File: src/rtl/mult_arbiter.sv
// Round-robin front end that time-shares one pipelined multiplier between several
// requesters and routes each product back to its issuer through a matching tag pipe.
module mult_arbiter #(
  parameter int WIDTH        = 6,
  parameter int REQUESTERS   = 4,
  parameter int MULT_LATENCY = 5,
  parameter int ID_WIDTH     = $clog2(REQUESTERS)
) (
  input  logic                             i_clk,
  input  logic                             i_rst_n,
  input  logic [REQUESTERS-1:0]            i_req_valid,
  output logic [REQUESTERS-1:0]            o_req_ready,
  input  logic [REQUESTERS*WIDTH-1:0]      i_req_in_1,
  input  logic [REQUESTERS*WIDTH-1:0]      i_req_in_2,
  output logic                             o_res_valid,
  output logic [ID_WIDTH-1:0]              o_res_id,
  output logic [2*WIDTH-1:0]               o_res_data,
  output logic                             o_busy,
  output logic                             o_mult_enable,
  output logic [WIDTH-1:0]                 o_mult_in_1,
  output logic [WIDTH-1:0]                 o_mult_in_2,
  input  logic [2*WIDTH-1:0]               i_mult_out
);

  logic [ID_WIDTH-1:0] r_last;
  logic                w_grant;
  logic [ID_WIDTH-1:0] w_grantId;
  logic [ID_WIDTH:0]   w_cand;
  logic [WIDTH-1:0]    w_op1;
  logic [WIDTH-1:0]    w_op2;

  logic [WIDTH-1:0]    r_multIn1;
  logic [WIDTH-1:0]    r_multIn2;

  logic [MULT_LATENCY:0] r_tagValid;
  logic [ID_WIDTH-1:0]   r_tagId [0:MULT_LATENCY];

  logic                r_resValid;
  logic [ID_WIDTH-1:0] r_resId;
  logic [2*WIDTH-1:0]  r_resData;

  // Search starts one past the last winner; w_cand is one bit wider so the wrap never overflows.
  always_comb begin
    w_grant   = 1'b0;
    w_grantId = '0;
    w_cand    = '0;
    for (int k = 1; k <= REQUESTERS; k++) begin
      w_cand = {1'b0, r_last} + (ID_WIDTH+1)'(k);
      if (w_cand >= (ID_WIDTH+1)'(REQUESTERS)) begin
        w_cand = w_cand - (ID_WIDTH+1)'(REQUESTERS);
      end
      if (!w_grant && i_req_valid[w_cand[ID_WIDTH-1:0]]) begin
        w_grant   = 1'b1;
        w_grantId = w_cand[ID_WIDTH-1:0];
      end
    end
  end

  always_comb begin
    o_req_ready = '0;
    if (w_grant) begin
      o_req_ready[w_grantId] = 1'b1;
    end
  end

  always_comb begin
    w_op1 = '0;
    w_op2 = '0;
    for (int i = 0; i < REQUESTERS; i++) begin
      if (w_grant && (w_grantId == ID_WIDTH'(i))) begin
        w_op1 = i_req_in_1[i*WIDTH +: WIDTH];
        w_op2 = i_req_in_2[i*WIDTH +: WIDTH];
      end
    end
  end

  always_ff @(posedge i_clk or negedge i_rst_n) begin
    if (!i_rst_n) begin
      r_last    <= ID_WIDTH'(REQUESTERS-1);
      r_multIn1 <= '0;
      r_multIn2 <= '0;
    end else begin
      if (w_grant) begin
        r_last <= w_grantId;
      end
      r_multIn1 <= w_op1;
      r_multIn2 <= w_op2;
    end
  end

  // Tag pipe is one stage deeper than the multiplier to cover the operand register.
  always_ff @(posedge i_clk or negedge i_rst_n) begin
    if (!i_rst_n) begin
      r_tagValid <= '0;
      for (int i = 0; i <= MULT_LATENCY; i++) begin
        r_tagId[i] <= '0;
      end
    end else begin
      r_tagValid <= {r_tagValid[MULT_LATENCY-1:0], w_grant};
      r_tagId[0] <= w_grantId;
      for (int i = 1; i <= MULT_LATENCY; i++) begin
        r_tagId[i] <= r_tagId[i-1];
      end
    end
  end

  always_ff @(posedge i_clk or negedge i_rst_n) begin
    if (!i_rst_n) begin
      r_resValid <= 1'b0;
      r_resId    <= '0;
      r_resData  <= '0;
    end else begin
      r_resValid <= r_tagValid[MULT_LATENCY];
      if (r_tagValid[MULT_LATENCY]) begin
        r_resId   <= r_tagId[MULT_LATENCY];
        r_resData <= i_mult_out;
      end
    end
  end

  assign o_mult_in_1   = r_multIn1;
  assign o_mult_in_2   = r_multIn2;
  assign o_mult_enable = i_rst_n;
  assign o_res_valid   = r_resValid;
  assign o_res_id      = r_resId;
  assign o_res_data    = r_resData;
  assign o_busy        = (|r_tagValid) | r_resValid;

endmodule

File: config.mk
export PLATFORM = sky130hd
export DESIGN_NAME = mult_arbiter
export DESIGN_NICKNAME = d
export VERILOG_FILES = /design/src/rtl/mult_arbiter.sv
export SDC_FILE = /design/constraint.sdc
export NUM_CORES = 1
export LEC_CHECK = 0
export BUFFER_PORTS_ARGS = -buffer_cell sky130_fd_sc_hd__buf_4
export CAP_MARGIN = 20
export CORE_MARGIN = 2
export CORE_UTILIZATION = 45
export DETAILED_ROUTE_END_ITERATION = 6
export PLACE_DENSITY = 0.82
export SETUP_SLACK_MARGIN = 0.1
export SLEW_MARGIN = 20
export SYNTH_ARGS = -nofsm -noshare
export SYNTH_HDL_FRONTEND = slang
export SYNTH_SLANG_ARGS = --single-unit
File: constraint.sdc
create_clock -name i_clk -period 2.2 [get_ports i_clk]
set_clock_uncertainty 0.05 [all_clocks]
set_input_delay 0.22 -clock i_clk [delete_from_list [all_inputs] [get_ports i_clk]]
set_output_delay 0.22 -clock i_clk [all_outputs]
set_load 0.03 [all_outputs]
==> reports/results.ini <==
[route]
vias = 1612
wire_per_inst_um = 13.5
wl_met3_um = 438
met1_length_mm = 1.69
wl_mm = 4.28
dr.pass1.iters = 4
vias_per_cell = 5.09
wl_met2_mm = 2.08
highest_layer = met4
ant_nets = 0
drc = 0
drtIter0Drc = 51

[hold_path]
worstHoldStart = i_req_in_2[20]
min_path_cells = 2
hold_class = in -> reg
worstHoldEndpoint = o_mult_in_2[2]$_DFF_PN0_

[sta]
setup_viol = 0
min_period_over_period_pct = 96.7
hold_violations = 0
tightest_slew_ns = 0.572
rsz0062_at_grt = true
max_freq_mhz = 470
period_needed_ns = 2.13
relSlewSlack_pct = 61.9
fin_setup_tns_ns = 0
slew_viol_final = 0

[floorplan]
fp.dieH_um = 70.8
core_region_area_um2 = 4320
die_w_um = 70.8
start_util_pct = 46.4
fp-row-count = 24
fp.dieArea_um2 = 5010
io_pins = 99

[logic_synthesis]
synthSimpleGateAreaFrac_pct = 8.05
synthCells = 153
synthMuxAreaShare_pct = 8.86
synth_top_area_share_pct = 56.1
synth_xor_area_share_pct = 0
synth-seq-area-share_pct = 58.8
synth_edf_count = 0
async_reset_ff_share_pct = 100
yosysTopAreaCell = dfrtp_1
syn-num-nets = 219
synth_flop_cell = dfrtp_1
yosysWarnings = 0
ys_top_cells_by_count = 45 x dfrtp_1, 15 x a21oi_1, 14 x mux2_2, 12 x o2bb2ai_1
yosys_register_bits = 47
synth-adder-area-share_pct = 0
synth_top_family_by_area = compound AO/OA/AOI/OAI gates
synth_area_leaders = dfrtp_1 56%, mux2_2 7.9%, a2bb2oi_2 6.0%, o2bb2ai_1 5.2%, a21oi_1 3.7%
synthDistinctLibCells = 32
synth_compound_area_share_pct = 20.1
yosysMostFrequentCell = dfrtp_1
syn_area_um2 = 2010
syn_avg_cell_area_um2 = 13.1

[pwr]
p_per_area_nw_per_um2 = 1020
power_mw = 3.04
peakVddDrop_mv = 0.593
power.leakage_nw = 1.40

[layout]
antennaDiodeCount = 0
finalNetCount = 330
postLayoutCoreUtil_pct = 69.0
drive_above_1_share_pct = 60.4
area_growth_pct = 48.7

[critical_path]
cp.arrival_ns = 1.86
path_cells = and3b_1 > or3_4 > o21ai_4 > inv_6 > nor2_2 > buf_6
crit_family = simple AND/OR/NAND/NOR gates
required_ns = 1.93
cp_num_cells = 6
critPathMaxFanout = 3
timing.rr.start = r_last[0]$_DFFE_PN1P_
worstSetupPathType = reg -> out
worstSetupStartpointType = register
slowest_stage = dfstp_2
reg2reg_to = o_mult_in_1[5]$_DFF_PN0_
cp_num_buf_inv = 2
max_stage_delay_ns = 0.53
rrSetupSlack_ns = 0.22
reg2regPathDepth = 8
worst_setup_path_end_kind = output pin

[clock_network]
cts_made_buffers = 5
clk_latency_ns = 0.29
cts-root-buf = clkbuf_8
tritoncts = yes
clock-sinks = 47
cts_buffer_depth = 2
path_clk_slew_ns = 0.07
cts-htree-levels = 2

[global_routing]
grt_max_degree = 48
antenna_found_initial = 0
grt_usage_pct = 17.4
grt_pass1_wl_mm = 6.82
grt_pass1_vias = 1581
grt.overflow.total = 0

[status]
outcome = completed

[placed_design]
dp_hpwl_mm = 3.19
place_congestion = 0.846
io_buffer_count = 98

[run]
cap_violations = 0

-- through the flow --
stage / instances / hold WS, ns / setup WS, ns / instance area [um^2]
finish: 317 / 0.0928 / 0.0732 / 2980
global route: 317 / 0.0839 / 0.0337 / 2980
CTS: 311 / 0.0807 / 0.0751 / 2920
detailed placement: 297 / 0.285 / 0.0655 / 2780
global placement: 297 / 0.284 / 0.0965 / 2780
floorplan: 153 / -0.126 / 0.162 / 2010
-- sequential cells by signal, indices dropped and copies added, names as in the netlist --
register and flops:
o_mult_in_1 6, o_mult_in_2 6, o_res_data 12, o_res_id 2, o_res_valid 1, r_last 2, r_tagId 12, r_tagValid 6
-- how the worst max path moves through the flow --
stage                     startpoint              to
2_1_floorplan  r_last[0]$_DFFE_PN1P_  o_req_ready[0]
3_3_place_gp   r_last[1]$_DFFE_PN1P_  o_req_ready[3]
3_5_place_dp   r_last[1]$_DFFE_PN1P_  o_req_ready[3]
4_1_cts        r_last[1]$_DFFE_PN1P_  o_req_ready[2]
5_1_grt        r_last[0]$_DFFE_PN1P_  o_req_ready[2]
6_report       r_last[0]$_DFFE_PN1P_  o_req_ready[0]
-- power breakdown --
group | internal (mW) | switching (mW)
Clock | 0.223 | 0.248
Combinational | 0.653 | 0.748
Sequential | 1.08 | 0.0842
-- per-layer routing --
layer	GRT usage, %	vias to the layer above
li1	-	772
met1	21.2	745
met2	27.7	88
met3	5.27	7
met4	9.43	0
met5	0	-
-- cell usage in the layout, fill, tap and decap left out, types with 2 or more instances in the layout --
cell / n
a21oi_1: 14
a2bb2oi_1: 4
a2bb2oi_2: 8
buf_4: 111
buf_6: 4
clkbuf_1: 2
clkbuf_8: 5
dfrtp_1: 45
dfstp_2: 2
mux2_2: 14
mux2i_1: 2
nand2_1: 3
nand2b_1: 3
nor2_1: 6
nor2_2: 9
nor2b_1: 2
o2bb2ai_1: 12
-- layout make-up --
type                       count  area (um^2)
timing repair buffer         116          888
fill                         338         1340
sequential                    47         1180
inverter                       2         12.5
clock inverter                 1         5.00
multi-input combinational     92          757
tap                           52         65.1
clock buffer                   7         76.3
-- kinds of logic after synthesis --
kind of cell	count (synthesis)
multiplexers	16
AO/OA/AOI/OAI	47
AND/OR/NAND/NOR	29
flip-flops	47
buffers and inverters	14
-- what timing repair did --
action / CTS / global route
pin swaps: 0 / 3
buffers inserted: 5 / 6
setup endpoints to repair: 7 / 4
hold buffers: 1 / 0
endpoints found under the hold margin: 45 / 0
resized for setup: 5 / 4
(Power assumes the default switching activity.)
